## config.mk

```make
export PLATFORM = sky130hd
export DESIGN_NAME = pll_lock_seq
export DESIGN_NICKNAME = d
export VERILOG_FILES = /design/src/rtl/pll_seq_pkg.sv /design/src/rtl/sync_ff.sv /design/src/rtl/pll_lock_seq.sv
export SDC_FILE = /design/constraint.sdc
export NUM_CORES = 1
export LEC_CHECK = 0
export ABC_AREA = 0
export CAP_MARGIN = 40
export CORE_AREA = 2 2 48 54
export DETAILED_ROUTE_END_ITERATION = 10
export DIE_AREA = 0 0 50 56
export DONT_BUFFER_PORTS = 1
export PLACE_DENSITY = 0.88
export SLEW_MARGIN = 10
export SYNTH_ARGS = -nofsm -noshare
export SYNTH_HDL_FRONTEND = slang
export SYNTH_HIERARCHICAL = 1
export SYNTH_SLANG_ARGS = --single-unit
```

## constraint.sdc

```tcl
create_clock -name refclk -period 7.2 [get_ports refclk]
set_input_delay 2.16 -clock refclk [delete_from_list [all_inputs] [get_ports refclk]]
set_output_delay 2.16 -clock refclk [all_outputs]
set_load 0.01 [all_outputs]
```

## src/rtl/pll_seq_pkg.sv

```systemverilog
// rtl/pll_seq_pkg.sv - shared types and default constants for the PLL lock sequencer
//
// Contents:
//   pll_state_t       sequencer FSM states
//   DEF_*             default values for the pll_lock_seq parameters
//   RETRY_W           width of the retry counter output
//   max3()            largest of three cycle counts, used to size the shared counter

package pll_seq_pkg;

    typedef enum logic [2:0] {
        HOLD      = 3'd0,
        WAIT_LOCK = 3'd1,
        STABLE    = 3'd2,
        RUN       = 3'd3,
        FAIL      = 3'd4
    } pll_state_t;

    localparam int DEF_RST_HOLD_CYC     = 100;     // 2 us at 50 MHz
    localparam int DEF_LOCK_TIMEOUT_CYC = 50000;   // 1 ms at 50 MHz
    localparam int DEF_LOCK_STABLE_CYC  = 1024;
    localparam int DEF_MAX_RETRY        = 7;
    localparam int DEF_SYNC_STAGES      = 2;

    localparam int RETRY_W = 4;

    function automatic int max3(input int a, input int b, input int c);
        int m;
        m = a;
        if (b > m) m = b;
        if (c > m) m = c;
        return m;
    endfunction

endpackage

```

## src/rtl/sync_ff.sv

```systemverilog
// rtl/sync_ff.sv - multi-flop synchroniser for asynchronous level signals
//
// Ports:
//   clk    in            destination clock
//   rst_n  in            async active-low reset, clears every stage
//   d      in  [WIDTH]   asynchronous input
//   q      out [WIDTH]   input delayed by STAGES destination-clock edges
//
// Each bit is synchronised independently; only use WIDTH>1 for bits that
// do not need to be sampled coherently. STAGES must be at least 2.

module sync_ff #(
    parameter int WIDTH  = 1,
    parameter int STAGES = 2
) (
    input  logic             clk,
    input  logic             rst_n,
    input  logic [WIDTH-1:0] d,
    output logic [WIDTH-1:0] q
);

    logic [STAGES-1:0][WIDTH-1:0] stage_q;

    always_ff @(posedge clk or negedge rst_n) begin
        if (!rst_n) begin
            stage_q <= '0;
        end else begin
            stage_q <= {stage_q[STAGES-2:0], d};
        end
    end

    assign q = stage_q[STAGES-1];

endmodule

```

## src/rtl/pll_lock_seq.sv

```systemverilog
// rtl/pll_lock_seq.sv - PLL reset/lock sequencer generating the PLL-domain system reset
//
// Ports:
//   refclk         in       free-running 50 MHz board clock
//   reset_n        in       async active-low board reset
//   pll_extlock    in       PLL lock indication, asynchronous to refclk
//   pll_reset      out      PLL reset pin, active-high
//   sys_rst_n      out      active-low reset for PLL-clocked logic, high only in RUN
//   pll_ready      out      high only in RUN
//   pll_fail       out      sticky, retries exhausted
//   lock_loss_cnt  out [8]  saturating count of RUN lock-loss events (PLL_LOSS_CNT_EN only)
//   retry_cnt      out [4]  retries used in the current power-up sequence
//
// Build option: define PLL_LOSS_CNT_EN to add the lock_loss_cnt port and counter.
//
// All outputs are registered and decoded from the next state, so each output
// changes on the same edge as the state it belongs to.

module pll_lock_seq
    import pll_seq_pkg::*;
#(
    parameter int RST_HOLD_CYC     = DEF_RST_HOLD_CYC,
    parameter int LOCK_TIMEOUT_CYC = DEF_LOCK_TIMEOUT_CYC,
    parameter int LOCK_STABLE_CYC  = DEF_LOCK_STABLE_CYC,
    parameter int MAX_RETRY        = DEF_MAX_RETRY,
    parameter int SYNC_STAGES      = DEF_SYNC_STAGES
) (
    input  logic               refclk,
    input  logic               reset_n,
    input  logic               pll_extlock,
    output logic               pll_reset,
    output logic               sys_rst_n,
    output logic               pll_ready,
    output logic               pll_fail,
`ifdef PLL_LOSS_CNT_EN
    output logic [7:0]         lock_loss_cnt,
`endif
    output logic [RETRY_W-1:0] retry_cnt
);

    // One counter serves every timed state, so it only needs to reach the
    // largest terminal value minus one.
    localparam int CNT_MAX = max3(RST_HOLD_CYC, LOCK_TIMEOUT_CYC, LOCK_STABLE_CYC);
    localparam int CNT_W   = (CNT_MAX > 2) ? $clog2(CNT_MAX) : 1;

    localparam logic [CNT_W-1:0] HOLD_LAST    = CNT_W'(RST_HOLD_CYC - 1);
    localparam logic [CNT_W-1:0] TIMEOUT_LAST = CNT_W'(LOCK_TIMEOUT_CYC - 1);
    // The WAIT_LOCK cycle that saw lock_s high is the first of the qualifying
    // run, so STABLE itself needs one cycle fewer than LOCK_STABLE_CYC.
    localparam logic [CNT_W-1:0] STABLE_LAST  = CNT_W'(LOCK_STABLE_CYC - 2);
    localparam logic [RETRY_W-1:0] RETRY_LIMIT = RETRY_W'(MAX_RETRY);

    logic               lock_s;
    pll_state_t         state, state_nxt;
    logic [CNT_W-1:0]   cnt, cnt_nxt;
    logic [RETRY_W-1:0] retry_nxt;
    logic               pll_reset_nxt;
    logic               run_nxt;
    logic               fail_nxt;

    sync_ff #(
        .WIDTH  (1),
        .STAGES (SYNC_STAGES)
    ) u_lock_sync (
        .clk   (refclk),
        .rst_n (reset_n),
        .d     (pll_extlock),
        .q     (lock_s)
    );

    always_ff @(posedge refclk or negedge reset_n) begin
        if (!reset_n) begin
            state     <= HOLD;
            cnt       <= '0;
            retry_cnt <= '0;
            pll_reset <= 1'b1;
            sys_rst_n <= 1'b0;
            pll_ready <= 1'b0;
            pll_fail  <= 1'b0;
        end else begin
            state     <= state_nxt;
            cnt       <= cnt_nxt;
            retry_cnt <= retry_nxt;
            pll_reset <= pll_reset_nxt;
            sys_rst_n <= run_nxt;
            pll_ready <= run_nxt;
            pll_fail  <= fail_nxt;
        end
    end

    always_comb begin
        state_nxt = state;
        retry_nxt = retry_cnt;

        case (state)
            HOLD: begin
                if (cnt == HOLD_LAST) begin
                    state_nxt = WAIT_LOCK;
                end
            end
            WAIT_LOCK: begin
                // Lock takes priority over a timeout landing on the same cycle.
                if (lock_s) begin
                    state_nxt = STABLE;
                end else if (cnt == TIMEOUT_LAST) begin
                    if (retry_cnt == RETRY_LIMIT) begin
                        state_nxt = FAIL;
                    end else begin
                        retry_nxt = retry_cnt + 1'b1;
                        state_nxt = HOLD;
                    end
                end
            end
            STABLE: begin
                // A drop goes back to WAIT_LOCK with a fresh timeout but keeps
                // the retry budget: the PLL did lock, it is just settling.
                if (!lock_s) begin
                    state_nxt = WAIT_LOCK;
                end else if (cnt == STABLE_LAST) begin
                    state_nxt = RUN;
                end
            end
            RUN: begin
                // Lock loss after a good run starts a new power-up sequence.
                if (!lock_s) begin
                    state_nxt = HOLD;
                    retry_nxt = '0;
                end
            end
            FAIL: begin
                state_nxt = FAIL;
            end
            default: begin
                state_nxt = HOLD;
            end
        endcase

        // RUN and FAIL are untimed; parking the counter at zero keeps it
        // from wrapping while they last.
        if ((state_nxt != state) || (state == RUN) || (state == FAIL)) begin
            cnt_nxt = '0;
        end else begin
            cnt_nxt = cnt + 1'b1;
        end

        pll_reset_nxt = (state_nxt == HOLD) || (state_nxt == FAIL);
        run_nxt       = (state_nxt == RUN);
        fail_nxt      = (state_nxt == FAIL);
    end

`ifdef PLL_LOSS_CNT_EN
    always_ff @(posedge refclk or negedge reset_n) begin
        if (!reset_n) begin
            lock_loss_cnt <= '0;
        end else if ((state == RUN) && !lock_s && (lock_loss_cnt != 8'hFF)) begin
            lock_loss_cnt <= lock_loss_cnt + 1'b1;
        end
    end
`endif

endmodule

```

* Yosys cells after proc, flatten, opt, wreduce, memory -nomap -nowiden
Index checks and enable logic that the tools add are counted.
** Cells by class
- Add/sub/neg operators :: 2
- Multipliers :: 0
- Divide/modulo/power cells :: 0
- Magnitude comparators :: 0
- Equality and inequality tests :: 15
- Shift-type cells :: 0
- Muxes and demuxes :: 14
- Bitwise gates (word level) :: 0
- Reductions and logical operators :: 7
** Operators by type and width (count)
- 2-to-1 mux 3 bit :: 7
- adder 16 x 1 -> 16 bit (second input constant) :: 1
- == test 16 x 10 -> 1 bit (second input constant) :: 1
- == test 16 bit (second input constant) :: 1
- == test 16 x 7 -> 1 bit (second input constant) :: 1
- 2-to-1 mux 16 bit :: 1
- 2-to-1 mux 4 bit :: 4
- one-hot mux 3 bit (5 select lines) :: 1
- == test 3 x 2 -> 1 bit (second input constant) :: 3
- inequality test 2 bit (second input constant) :: 4
- one-hot mux 4 bit (2 select lines) :: 1
- == test 3 bit (second input constant) :: 2
- logical NOT 3 bit :: 2
- AND reduction 5 bit :: 1
- adder 4 x 1 -> 4 bit (second input constant) :: 1
- == test 4 x 3 -> 1 bit (second input constant) :: 1
- == test 3 x 1 -> 1 bit (second input constant) :: 1
- logical OR 1 bit :: 3
- inequality test 3 bit :: 1
- nonzero test 2 bit :: 1
** Storage, ports and cells
- Register bits after elaboration :: 28
- Bits in latches :: 0
- Memory bits (writable) :: 0
- ROM bits :: 0
- Bits of input ports :: 3
- Output and inout bits :: 8
- Memories :: 0

* Longest topological paths before layout
- Depth in word-level cells :: 9
- Depth in mapped cells :: 8
- Depth with buffers taken out :: 7

* Cells and area by module
Netlist, hierarchy kept.
** By module, submodules not included
- pll_lock_seq :: instances 1, cells each 141, area an instance 1390.1 um2, sequential area each 651.9 um2
- sync_ff :: instances 1, cells each 2, area an instance 50.0 um2, sequential area each 50.0 um2

* Worst setup path after synthesis
Ideal clock, no wire load.
- Path kind :: register to output
- Start :: register pll_ready (netlist name)
- End :: output sys_rst_n
- Data arrival time :: 539 ps
- Required time :: 5040 ps
- Slack :: 4501 ps
- Stages on the path, launching flop included :: 2
- Path buffers :: 1
- Cell sequence :: dfrtp_1 buf_4
** RTL lines
- end, declared :: line pll_lock_seq.sv:32 : output logic sys_rst_n,

* Final worst setup path
- Start :: register pll_reset
- End :: output pll_reset
** RTL lines
- start, declared :: line pll_lock_seq.sv:31 : output logic pll_reset,
- start signal, assigned :: line pll_lock_seq.sv:84 : pll_reset <= pll_reset_nxt;
No word-level cell between the ends.

==> metrics.md <==
| Metric | Value |
|---|---|
| Outcome | finished clean |
| Area growth syn-to-layout | 3.04% |
| Most frequent cells in the layout | dfrtp_1 (27), nor3_1 (18), nor2_1 (15), nand2_1 (10), xnor2_1 (10) |
| Initial antenna violation count | 0 |
| Post-Place Worst Slack | 4.44 ns |
| # setup viols final | 0 |
| Sink Count | 28 |
| Area leader, netlist | dfrtp_1 |
| N_diodes | 0 |
| Vias | 1069 |
| Max FO, Critical Path | 1 |
| Clock skew | 0.00690 ns |
| Worst EP required | 5.04 ns |
| 1st-pass router iterations | 4 |
| Worst-Margin Slew | 0.650 ns |
| Worst-path clk slew | 0.14 ns |
| Critical Path AT | 0.89 ns |
| Initial drt markers | 18 |
| Syn avg cell area | 10.1 µm² |
| Core Region | 0.00223 mm² |
| Root Buffer | clkbuf_4 |
| Worst setup SP type | flop |
| Commonest non-fill, non-tap cell in the layout | dfrtp_1 |
| Total power draw | 0.234 mW |
| Relative slew slack | 56.6% |
| CTS Buf Count | 3 |
| Yosys top cell area share | 46.9% |
| Final worst slack | 4.15 ns |
| Placed cell count | 169 |
| H-tree depth | 1 |
| Final instance area | 0.00148 mm² |
| I/O Pins | 11 |
| Max-Cap Viols | 0 |
| # DRC | 0 |
| Drt total wl | 2540 µm |
| Layout cells sized above 1 | 8.39% |
| Port bufs | 0 |
| Non-filler cells, final | 173 |
| DP Area | 0.00145 mm² |
| Detail Route Antenna Nets | 0 |
| Die height | 56 µm |
| Post-DP HPWL | 1870 µm |
| FF+latch count, synth | 28 |
| Clk_lat worst skew | 0.33 ns |
| Synth warnings | 6 |
| Placement row count | 18 |
| Pin count of the biggest net entering global routing | 29 |
| Post-Synthesis Cells | 143 |
| Max Freq | 328 MHz |
| Leak | 0.655 nW |
| Total negative setup slack | 0 ns |
| Post-CTS Setup Inserts | 0 |
| Syn Nets | 149 |
| RSZ-0062 raised after global routing | false |
| DR vias/cell | 6.18 |
| Power Density | 158 mW/mm² |
| HP Class | reg -> reg |
| Overall routing resource usage | 21.3% |
| EDFF count, synth | 0 |
| Hold Buf Count CTS | 0 |
| Post-synthesis sequential area ratio | 48.7% |
| Vias in the first global route | 1071 |
| Cell variety after synth | 38 |
| Nets | 150 |
| Die area | 0.00280 mm² |
| Post-DR wirelength/cell | 14.7 µm |
| Post-CTS resize count | 0 |
| Prevailing post-synth register cell | dfrtp_1 |
| Max clock buf depth | 2 |
| Grt total ovfl | 0 |
| WS Path Type | reg -> out |
| Final Cycle Share | 42.3% |
| Async SR Flop Fraction | 100% |
| Initial Util | 64.6% |
| CTS tree | yes |
| Peak VDD IR | 124 µV |
| Fin util | 66.6% |
| Routability cong. | 0.833 |
| Final hold viol count | 0 |
| Post-synthesis cell area | 0.00144 mm² |
| Min Tclk post-route | 3.05 ns |
| Endpoint class of the critical path | primary output |
| Pins Over Slew Limit | 0 |
| Die X-Extent | 50 µm |
| Final hold slack | 0.368 ns |
| Top post-synthesis cells by area | dfrtp_1 (47%), nor3_1 (6.3%), xnor2_1 (6.1%), nor2_1 (3.9%), nand3_1 (2.8%) |
| First-pass GRT wire length | 4550 µm |
kinds of logic after synthesis:
| logic type | share of synthesized area [%] |
|---|---|
| flops | 48.7 |
| mux | 0.695 |
| fa+ha+maj | 2.61 |
| buf+inv | 3.13 |
| simple gates | 26.6 |
| compound gates | 9.73 |
| xor+xnor | 8.51 |
metal layers:
metal  share of wire (%)  vias up  track usage, %
met4                 2.3        0            10.7
met2                  55       28            37.6
met1                  40      523            25.0
met5                   0        -               0
li1                    -      511               -
met3                 2.8        7            2.42
state kept, by name (all words and copies together) (netlist names):
| register | count |
|---|---|
| pll_reset | 1 |
| u_lock_sync/stage_q | 1 |
| retry_cnt | 4 |
| state | 3 |
| pll_fail | 1 |
| u_lock_sync/q | 1 |
| cnt | 16 |
| pll_ready | 1 |
cells in the mapped netlist (2+ instances only):
| cell | instances |
|---|---|
| o21ai_0 | 2 |
| inv_1 | 4 |
| dfrtp_1 | 27 |
| nor3_1 | 18 |
| nand4_1 | 3 |
| xnor2_1 | 10 |
| nor2_1 | 15 |
| xor2_1 | 4 |
| nand3b_1 | 2 |
| a21oi_1 | 5 |
| nand3_1 | 8 |
| buf_4 | 2 |
| a2bb2oi_2 | 2 |
| nor4_1 | 5 |
| nand2_1 | 10 |
| ha_1 | 3 |
| a31oi_1 | 2 |
layout make-up:
| type | instances | area, µm² |
|---|---|---|
| Tap cell | 30 | 37.5 |
| Fill cell | 178 | 746 |
| Clock buffer | 4 | 36.3 |
| Inverter | 4 | 15.0 |
| Sequential cell | 28 | 702 |
| Multi-Input combinational cell | 107 | 693 |
worst paths after layout:
| path | start | end | slack [ns] | cells after the start |
|---|---|---|---|---|
| worst min-delay path | u_lock_sync/stage_q[0]$_DFF_PN0_ | u_lock_sync/q$_DFF_PN0_ | 0.37 | 0 |
| worst max register to register | cnt[0]$_DFF_PN0_ | cnt[7]$_DFF_PN0_ | 4.43 | 6 |
| worst max-delay path | pll_reset$_DFF_PN1_ | pll_reset | 4.15 | 0 |
| min in group asynchronous | reset_n | retry_cnt[3]$_DFFE_PN0P_ | 1.50 | 0 |
| worst min register to register | u_lock_sync/stage_q[0]$_DFF_PN0_ | u_lock_sync/q$_DFF_PN0_ | 0.37 | 0 |
| max in group asynchronous | reset_n | pll_reset$_DFF_PN1_ | 5.52 | 0 |
where the power goes:
part	leakage, nW	internal (mW)	switching [mW]
logic	0.266	0.00101	0.000922
registers	0.369	0.158	0.000494
clock network	0.0210	0.0310	0.0429
total	0.655	0.190	0.0443
No activity file was read; power rests on OpenSTA's default activity.
